==> config.mk <==
export PLATFORM = sky130hd
export DESIGN_NAME = mem_bus_arbiter
export DESIGN_NICKNAME = d
export VERILOG_FILES = /design/src/rtl/mem_bus_arbiter_pkg.sv /design/src/rtl/mem_bus_arbiter_rr.sv /design/src/rtl/mem_bus_arbiter.sv
export SDC_FILE = /design/constraint.sdc
export NUM_CORES = 1
export LEC_CHECK = 0
export ABC_AREA = 1
export BUFFER_PORTS_ARGS = -buffer_cell sky130_fd_sc_hd__buf_2
export CAP_MARGIN = 10
export CORE_MARGIN = 1.5
export CORE_UTILIZATION = 35
export DETAILED_ROUTE_END_ITERATION = 10
export PLACE_DENSITY = 0.64
export REMOVE_ABC_BUFFERS = 1
export SETUP_SLACK_MARGIN = 0.3
export SYNTH_ARGS = -nofsm -noshare
export SYNTH_HDL_FRONTEND = slang
export SYNTH_SLANG_ARGS = --single-unit
export TNS_END_PERCENT = 100
==> constraint.sdc <==
create_clock -name i_clk -period 1.9 [get_ports i_clk]
set_clock_uncertainty 0.2 [all_clocks]
set_input_delay 0.19 -clock i_clk [delete_from_list [all_inputs] [get_ports i_clk]]
set_output_delay 0.19 -clock i_clk [all_outputs]
set_load 0.01 [all_outputs]
==> src/rtl/mem_bus_arbiter_pkg.sv <==
// mem_bus_arbiter_pkg: state encodings and grant constants for the two-master bus arbiter
package mem_bus_arbiter_pkg;
  localparam logic [1:0] ARB_IDLE     = 2'b00;
  localparam logic [1:0] ARB_STROBE   = 2'b01;
  localparam logic [1:0] ARB_WAIT_ACK = 2'b10;
  localparam logic [1:0] ARB_RELEASE  = 2'b11;
  localparam logic [1:0] GNT_NONE     = 2'b00;
  localparam logic [1:0] GNT_M0       = 2'b01;
  localparam logic [1:0] GNT_M1       = 2'b10;
endpackage

==> src/rtl/mem_bus_arbiter_rr.sv <==
// mem_bus_arbiter_rr: two-way winner select, fixed or round-robin, with last-grant history
module mem_bus_arbiter_rr
  import mem_bus_arbiter_pkg::*;
#(
  parameter bit FIXED_PRI = 1'b0
) (
  input  logic       i_clk,
  input  logic       i_rst_n,
  input  logic [1:0] i_req,
  input  logic       i_upd,
  input  logic       i_upd_m1,
  output logic [1:0] o_win
);
  logic r_last_m1;
  // Reset history to M1 so M0 wins the first tie
  always_ff @(posedge i_clk or negedge i_rst_n)
    if (!i_rst_n) r_last_m1 <= 1'b1;
    else if (i_upd) r_last_m1 <= i_upd_m1;
  always_comb
    o_win = (&i_req) ? ((FIXED_PRI || r_last_m1) ? GNT_M0 : GNT_M1) :
            i_req[0] ? GNT_M0 : i_req[1] ? GNT_M1 : GNT_NONE;
endmodule

==> src/rtl/mem_bus_arbiter.sv <==
// mem_bus_arbiter: shares one async AS_N/WR_N/ACK_N memory bus between two masters,
// one locked bus cycle at a time, with timeout abort when ACK_N never arrives.
module mem_bus_arbiter
  import mem_bus_arbiter_pkg::*;
#(
  parameter int AW        = 32,
  parameter int DW        = 32,
  parameter int TO_CYC    = 64,
  parameter bit FIXED_PRI = 1'b0
) (
  input  logic          i_clk,
  input  logic          i_rst_n,
  input  logic          i_m0_mr,
  input  logic          i_m0_mw,
  input  logic [AW-1:0] i_m0_addr,
  input  logic [DW-1:0] i_m0_dout,
  output logic          o_m0_done,
  input  logic          i_m1_mr,
  input  logic          i_m1_mw,
  input  logic [AW-1:0] i_m1_addr,
  input  logic [DW-1:0] i_m1_dout,
  output logic          o_m1_done,
  output logic [DW-1:0] o_rd_data,
  output logic [AW-1:0] o_bus_addr,
  output logic [DW-1:0] o_bus_dout,
  input  logic [DW-1:0] i_bus_din,
  output logic          o_as_n,
  output logic          o_wr_n,
  input  logic          i_ack_n,
  output logic [1:0]    o_gnt,
  output logic          o_busy,
  output logic          o_timeout,
  output logic [1:0]    o_arb_state
);
  localparam int CW = $clog2(TO_CYC + 1);
  logic [1:0]    r_state, r_gnt, r_done;
  logic [CW-1:0] r_cnt;
  logic          r_as_n, r_wr_n, r_timeout;
  logic [AW-1:0] r_addr;
  logic [DW-1:0] r_dout, r_rd;
  logic [1:0]    w_req, w_win;
  logic          w_upd;
  assign w_req = {i_m1_mr | i_m1_mw, i_m0_mr | i_m0_mw};
  assign w_upd = (r_state == ARB_RELEASE) && i_ack_n;
  mem_bus_arbiter_rr #(.FIXED_PRI(FIXED_PRI)) u_rr (
    .i_clk    (i_clk),
    .i_rst_n  (i_rst_n),
    .i_req    (w_req),
    .i_upd    (w_upd),
    .i_upd_m1 (r_gnt[1]),
    .o_win    (w_win)
  );
  always_ff @(posedge i_clk or negedge i_rst_n)
    if (!i_rst_n) begin
      r_state   <= ARB_IDLE;
      r_gnt     <= GNT_NONE;
      r_done    <= GNT_NONE;
      r_cnt     <= '0;
      r_as_n    <= 1'b1;
      r_wr_n    <= 1'b1;
      r_timeout <= 1'b0;
      r_addr    <= '0;
      r_dout    <= '0;
      r_rd      <= '0;
    end else begin
      r_done    <= GNT_NONE;
      r_timeout <= 1'b0;
      case (r_state)
        ARB_IDLE: if (|w_req) begin
          r_state <= ARB_STROBE;
          r_gnt   <= w_win;
          r_as_n  <= 1'b0;
          r_addr  <= w_win[1] ? i_m1_addr : i_m0_addr;
          r_dout  <= w_win[1] ? i_m1_dout : i_m0_dout;
          r_wr_n  <= w_win[1] ? ~i_m1_mw : ~i_m0_mw;
        end
        ARB_STROBE: begin
          r_cnt   <= '0;
          r_state <= ARB_WAIT_ACK;
        end
        ARB_WAIT_ACK: if (!i_ack_n || r_cnt == CW'(TO_CYC - 1)) begin
          r_state   <= ARB_RELEASE;
          r_as_n    <= 1'b1;
          r_wr_n    <= 1'b1;
          r_done    <= r_gnt;
          r_timeout <= i_ack_n;
          if (!i_ack_n) r_rd <= i_bus_din;
        end else r_cnt <= r_cnt + CW'(1);
        default: if (i_ack_n) begin
          r_state <= ARB_IDLE;
          r_gnt   <= GNT_NONE;
        end
      endcase
    end
  assign o_m0_done   = r_done[0];
  assign o_m1_done   = r_done[1];
  assign o_rd_data   = r_rd;
  assign o_bus_addr  = r_addr;
  assign o_bus_dout  = r_dout;
  assign o_as_n      = r_as_n;
  assign o_wr_n      = r_wr_n;
  assign o_gnt       = r_gnt;
  assign o_busy      = r_state != ARB_IDLE;
  assign o_timeout   = r_timeout;
  assign o_arb_state = r_state;
endmodule
==> impl_results.rst, run 1 <==
.. list-table::
   :header-rows: 1

   * - Metric
     - Value
   * - Status
     - finished clean
   * - Worst endpoint required time
     - 1.98 ns
   * - Final number of max-transition violations
     - 0
   * - Dpl ws
     - 0.0542 ns
   * - Critical path, cell by cell
     - inv_2, buf_4, ha_4, nand2_4, clkbuf_16, mux2_1
   * - Die Span X
     - 123 um
   * - Number of distinct library cells after synthesis
     - 27
   * - Vertical extent of the die
     - 123 um
   * - Crit end category
     - register
   * - Core area
     - 14000 sq um
   * - Crit Path Category
     - reg -> reg
   * - # clock sinks
     - 113
   * - Power share of the clock group
     - 0.218
   * - # nets final
     - 1174
   * - Net switching share of the total power
     - 0.384
   * - Congestion Overflow GR
     - 0
   * - Sequential fraction of the synthesis area
     - 0.562
   * - Number of remaining DRC errors
     - 0
   * - Post-route fraction of the period consumed by the critical path
     - 0.910
   * - Fin worst setup slack
     - 0.171 ns
   * - HPWL after detailed placement
     - 10000 um
   * - Cell Area, Synth
     - 5030 sq um
   * - Switching component of the power
     - 5.75 mW
   * - Worst skew pair latency
     - 0.41 ns
   * - Max cap viols
     - 0
   * - Proportion of power drawn by combinational gates
     - 0.499
   * - Static leakage power
     - 4.74 nW
   * - Post-synthesis sequential element count
     - 113
   * - IO buf count
     - 272
   * - Vias/cell
     - 4.92
   * - Cell Count Post-Placement
     - 969
   * - Critical path startpoint category
     - register
   * - Number of vias in the routed layout
     - 5878
   * - Shortest period the worst path allows
     - 1.73 ns
   * - Number of global-route vias before repair
     - 5837
   * - Hold violation count in the final report
     - 0
   * - Clk pin slew, worst setup/hold paths
     - 0.06 ns
   * - Standard-cell row count
     - 43
   * - Number of search-and-repair iterations in the first detailed-routing pass
     - 4
   * - Weighted congestion at the end of routability-driven global placement
     - 0.783
   * - Floorplan die area
     - 15100 sq um
   * - Maximum fanout encountered on the critical timing path
     - 8
   * - Antenna fix cells
     - 0
   * - Final ANT Viol Nets
     - 0
   * - Final Util
     - 0.691
   * - Data arrival at the endpoint of the critical path
     - 1.81 ns
   * - Pin count of the biggest net entering global routing
     - 72
   * - Yosys warning total
     - 0
   * - Internal power of the cells
     - 9.22 mW
   * - Relative max-transition margin
     - 0.736
   * - Post-synthesis average cell area
     - 9.38 sq um
   * - CTS tree
     - yes
   * - Power per Cell Area
     - 1550 nW/um^2
   * - Post-Syn Instances
     - 537
   * - Starting Density
     - 0.360
   * - Worst hold-check path type
     - in -> async
   * - Longest individual stage delay on the worst path
     - 0.36 ns
   * - Worst-margin pin slew
     - 0.396 ns
   * - Slowest cell on crit path
     - dfrtp_1
   * - Post-Layout Cell Count
     - 1195
   * - Clock Root Buffer
     - clkbuf_16
   * - Count of routing violations after the opening detailed-route iteration
     - 293
   * - Initial antenna violation count
     - 0
   * - Total routing usage reported by global routing
     - 0.237
   * - Wire length per cell
     - 17.1 um
   * - Bufs on Longest Clock Path
     - 2
   * - Routed WL
     - 20500 um
   * - I/O pin total
     - 273
   * - Cts bufs inserted
     - 17
   * - Setup tns final
     - 0 ns
   * - Syn-to-layout area delta
     - 92.1%
   * - First-pass GRT wire length
     - 27800 um
   * - Unrepaired setup endpoints after global routing
     - yes
   * - Achievable frequency
     - 578 MHz
   * - Worst hold margin
     - 0.126 ns
   * - Endpoints failing setup
     - 0
   * - Sequential power share
     - 0.284
   * - Number of levels in the clock H-tree
     - 4
   * - Highest ir drop seen on vdd
     - 0.710 mV
   * - Share of cells above drive strength 1
     - 0.400
-- per-layer routing --
metal | global-route usage | routed length [um] | share of wire
met2 | 0.415 | 10700 | 0.52
met4 | 0.112 | 524 | 0.026
met1 | 0.268 | 7590 | 0.37
met3 | 0.0637 | 1630 | 0.080
met5 | 0 | 0 | 0
-- critical path, delay by kind of cell, from the launching register on --
kind | cells | cell delay (ns)
adders and majority gates | 1 | 0.17
and+or+nand+nor | 1 | 0.14
buffers and inverters | 3 | 0.39
muxes | 1 | 0.34
DFF | 1 | 0.36
-- registers in the layout (all words and copies together) (netlist names) --
| name | count |
|---|---|
| o_bus_dout | 32 |
| u_rr.r_last_m1 | 1 |
| r_done | 2 |
| o_arb_state | 2 |
| o_gnt | 2 |
| r_cnt | 7 |
| o_rd_data | 32 |
| o_bus_addr | 32 |
| o_wr_n | 1 |
| o_timeout | 1 |
| o_as_n | 1 |
-- timing repair --
action	4_1_cts	5_1_grt
gates cloned	3	11
pin swaps	3	23
buffers inserted	6	7
resized for setup	13	69
setup endpoints to repair	110	112
endpoints found under the hold margin	215	0
hold buffers	167	0
-- path summary, 6_finish.rpt --
path	start	to	slack (ns)	depth (start not counted)
worst max-delay path	o_arb_state[0]	o_rd_data[27]	0.17	6
worst min-delay path	i_rst_n	o_bus_addr[30]	0.13	3
worst max register to register	o_arb_state[0]	o_rd_data[27]	0.17	6
worst min register to register	o_as_n	o_as_n	0.26	2
max in group asynchronous	i_rst_n	o_rd_data[7]	0.91	3
min in group i_clk	i_m1_mw	o_as_n	0.20	5
-- logic make-up after synthesis --
logic type	after synthesis	synth area share
DFF	113	0.562
adders and majority gates	5	0.0124
muxes	32	0.0716
and+or+nand+nor	263	0.206
AOI/OAI and AO/OA	74	0.0910
buffers and inverters	50	0.0569
-- cells in the final DEF, fill, tap and decap left out, types with 7 or more instances in the layout --
cell           netlist  layout
inv_1               17      11
mux2_1              30      14
buf_12               0       7
dfrtp_1            110     110
buf_4                2      11
clkbuf_16            0      25
buf_2               19     270
a31oi_1             65      58
nand3_1              9       7
mux2_4               0      16
nor2_1              76      73
dlygate4sd3_1        0     167
nand2_1            166     157
-- through the flow --
| step | power [mW] | area, sq um |
|---|---|---|
| 2_1_floorplan | 7.08 | 4820 |
| 3_3_place_gp | 9.24 | 6590 |
| 3_5_place_dp | 9.37 | 6590 |
| 4_1_cts | 13.5 | 9040 |
| 5_1_grt | 15.8 | 9670 |
| 6_report | 15.0 | 9670 |
-- power groups by stage --
stage	registers (mW)	logic [mW]	clock network, mW
after floorplan	4.72	2.35	0
after global placement	4.18	5.06	0
after detailed placement	4.19	5.17	0
after CTS	4.16	5.96	3.34
after global routing	4.36	8.04	3.44
final	4.24	7.46	3.26
-- area by class of cell --
type / count / area (sq um)
fill: 966 / 4320
tap: 180 / 225
clock inverter: 15 / 183
multi-input combinational: 375 / 2250
inverter: 19 / 76.3
timing repair buffer: 476 / 3680
clock buffer: 17 / 425
sequential: 113 / 2830
-- synth_stat cells (all sizes together) --
master    n  area, sq um
ha        5         62.6
a31oi    65          407
nand3    10         55.1
o22ai     2         12.5
inv      19         71.3
dfrtp   110         2750
or2       1         6.26
nor2     77          292
a21oi     3         18.8
mux2     32          360
buf      30          211
nor3      1         5.00
nand4     4         25.0
o21ai     4         20.0
nand2   170          653
clkbuf    1         3.75
dfstp     3         78.8
Power figures use the tool's default switching activity.
==> run 2, diff against run 1 <==
--- a/config.mk
+++ b/config.mk
@@ -10,6 +10,7 @@
 export CAP_MARGIN = 10
 export CORE_MARGIN = 1.5
 export CORE_UTILIZATION = 35
+export CTS_CLUSTER_SIZE = 14
 export DETAILED_ROUTE_END_ITERATION = 10
 export PLACE_DENSITY = 0.64
 export REMOVE_ABC_BUFFERS = 1
==> constraint.sdc (replaced) <==
create_clock -name i_clk -period 1.6 [get_ports i_clk]
set_clock_uncertainty 0.2 [all_clocks]
set_input_delay 0.16 -clock i_clk [delete_from_list [all_inputs] [get_ports i_clk]]
set_output_delay 0.16 -clock i_clk [all_outputs]
set_load 0.01 [all_outputs]
==> run 2 against run 1 <==
Net effect: the flow now finishes with violations (hold timing, setup timing); fmax down 1.6%; routed wire length increased by 12%; core utilization increased by 5.4 points; setup slack got worse by 0.33 ns; sequential power increased by 23%; die area stayed put; first-iteration DRC count up 51%; hold slack worse by 0.15 ns; cell area up 7.9%.
==> impl_results.rst, run 2 (same netlist as run 1, synthesis figures left out) <==
.. list-table::
   :header-rows: 1

   * - Metric
     - Value
   * - Total routing usage reported by global routing
     - 0.265
   * - Achievable frequency
     - 569 MHz
   * - Count of routing violations after the opening detailed-route iteration
     - 441
   * - Top library cells by usage in the layout, fill and taps aside
     - buf_2 (234), dlygate4sd3_1 (165), nand2_1 (161), dfrtp_1 (109), a31oi_1 (63)
   * - Die Span X
     - 123 um
   * - Status
     - finished, violations left
   * - IO buf count
     - 272
   * - Bufs on Longest Clock Path
     - 2
   * - I/O pin total
     - 273
   * - Final ANT Viol Nets
     - 0
   * - Max cap viols
     - 0
   * - Area used by sequential logic in the layout
     - 2830 sq um
   * - Hold violation count in the final report
     - 1
   * - Worst skew pair latency
     - 0.42 ns
   * - Routed WL
     - 22900 um
   * - HPWL after detailed placement
     - 10400 um
   * - Vertical extent of the die
     - 123 um
   * - Clock Root Buffer
     - clkbuf_16
   * - Cts bufs inserted
     - 17
   * - # clock sinks
     - 113
   * - Power per Cell Area
     - 1930 nW/um^2
   * - Final number of max-transition violations
     - 0
   * - Number of search-and-repair iterations in the first detailed-routing pass
     - 7
   * - Crit Path Category
     - reg -> reg
   * - Standard-cell row count
     - 43
   * - Cell Count Post-Placement
     - 983
   * - Syn-to-layout area delta
     - 107%
   * - Vias/cell
     - 5.06
   * - Number of hold buffers added after cts
     - 165
   * - Pin count of the biggest net entering global routing
     - 48
   * - Share of cells above drive strength 1
     - 0.441
   * - Post-route fraction of the period consumed by the critical path
     - 1.10
   * - Shortest period the worst path allows
     - 1.76 ns
   * - Worst-margin pin slew
     - 0.405 ns
   * - Worst hold margin
     - -0.0242 ns
   * - Area taken by multi-input logic gates
     - 2220 sq um
   * - Static leakage power
     - 5.07 nW
   * - Weighted congestion at the end of routability-driven global placement
     - 0.806
   * - Number of remaining DRC errors
     - 0
   * - Crit end category
     - register
   * - Starting Density
     - 0.360
   * - Maximum fanout encountered on the critical timing path
     - 21
   * - Leading cell type in the layout, fill and taps excluded
     - buf_2
   * - Overall power after layout
     - 20.2 mW
   * - CTS tree
     - yes
   * - Data arrival at the endpoint of the critical path
     - 1.88 ns
   * - Violations in the final reports
     - hold timing, setup timing
   * - Number of levels in the clock H-tree
     - 4
   * - # nets final
     - 1233
   * - Endpoints failing setup
     - 102
   * - First-pass GRT wire length
     - 30400 um
   * - Relative max-transition margin
     - 0.730
   * - Floorplan die area
     - 15100 sq um
   * - Setup tns final
     - -8.37 ns
   * - Antenna fix cells
     - 0
   * - Clk pin slew, worst setup/hold paths
     - 0.06 ns
   * - Critical path startpoint category
     - register
   * - Worst hold-check path type
     - in -> reg
   * - Number of vias in the routed layout
     - 6349
   * - Fin worst setup slack
     - -0.158 ns
   * - Worst endpoint required time
     - 1.72 ns
   * - Unrepaired setup endpoints after global routing
     - yes
   * - Number of global-route vias before repair
     - 6344
   * - Initial antenna violation count
     - 0
   * - Post-Layout Cell Count
     - 1254
   * - Wire length per cell
     - 18.2 um
   * - Core area
     - 14000 sq um
   * - Highest ir drop seen on vdd
     - 0.953 mV
   * - Congestion Overflow GR
     - 0
   * - Number of filler instances in the final layout
     - 873
-- run 2: layout make-up --
| type | count | share of cell area |
|---|---|---|
| timing repair buffer | 535 | 0.425 |
| tap | 180 | 0.0216 |
| clock inverter | 14 | 0.0194 |
| clock buffer | 18 | 0.0421 |
| multi-input combinational | 375 | 0.213 |
| inverter | 19 | 0.00780 |
| sequential | 113 | 0.272 |
-- run 2: repair_timing --
| item | CTS | global route |
|---|---|---|
| setup endpoints to repair | 208 | 216 |
| resized for setup | 55 | 96 |
| endpoints found under the hold margin | 213 | 1 |
| cloned | 9 | 6 |
| setup buffers | 24 | 35 |
| pin swaps | 4 | 4 |
-- run 2: routing by layer --
layer	track usage	part of all wire	vias up
met5	0	0	-
met4	0.159	0.032	0
met3	0.0733	0.082	74
met2	0.457	0.52	385
met1	0.290	0.37	3047
li1	-	-	2843
-- run 2: critical path: stages (launching register included) --
cell	delay [ns]
dfstp_2	0.55
nand2_1	0.10
nand2_4	0.14
bufbuf_16	0.33
nand2_1	0.10
a31oi_1	0.24
-- run 2: worst paths after layout --
check | startpoint | endpoint | slack [ns] | cells past startpoint
max | u_rr.r_last_m1 | o_bus_addr[2] | -0.16 | 5
min reg2reg | o_as_n | o_as_n | 0.29 | 2
min in group asynchronous | i_rst_n | o_timeout | 0.09 | 3
max in group asynchronous | i_rst_n | o_rd_data[18] | 0.72 | 3
max reg2reg | u_rr.r_last_m1 | o_bus_addr[2] | -0.16 | 5
min | i_m0_mr | o_gnt[0] | -0.02 | 5
-- run 2: through the flow --
step                      utilization  hold slack (ns)  area (sq um)  worst slack [ns]
final                           0.746          -0.0242         10400            -0.158
after global routing            0.746          -0.0288         10400            -0.201
after CTS                       0.688          -0.0582          9630            -0.111
after detailed placement        0.477          -0.0262          6680            -0.147
after global placement          0.477          -0.0317          6680           -0.0584
after floorplan                     -           -0.336          4820             -2.42
-- run 2: power by group --
| part | internal (mW) | switching (mW) | total (mW) |
|---|---|---|---|
| Clock | 2.67 | 1.46 | 4.14 |
| Sequential | 4.27 | 0.943 | 5.22 |
| Combinational | 5.65 | 5.17 | 10.8 |
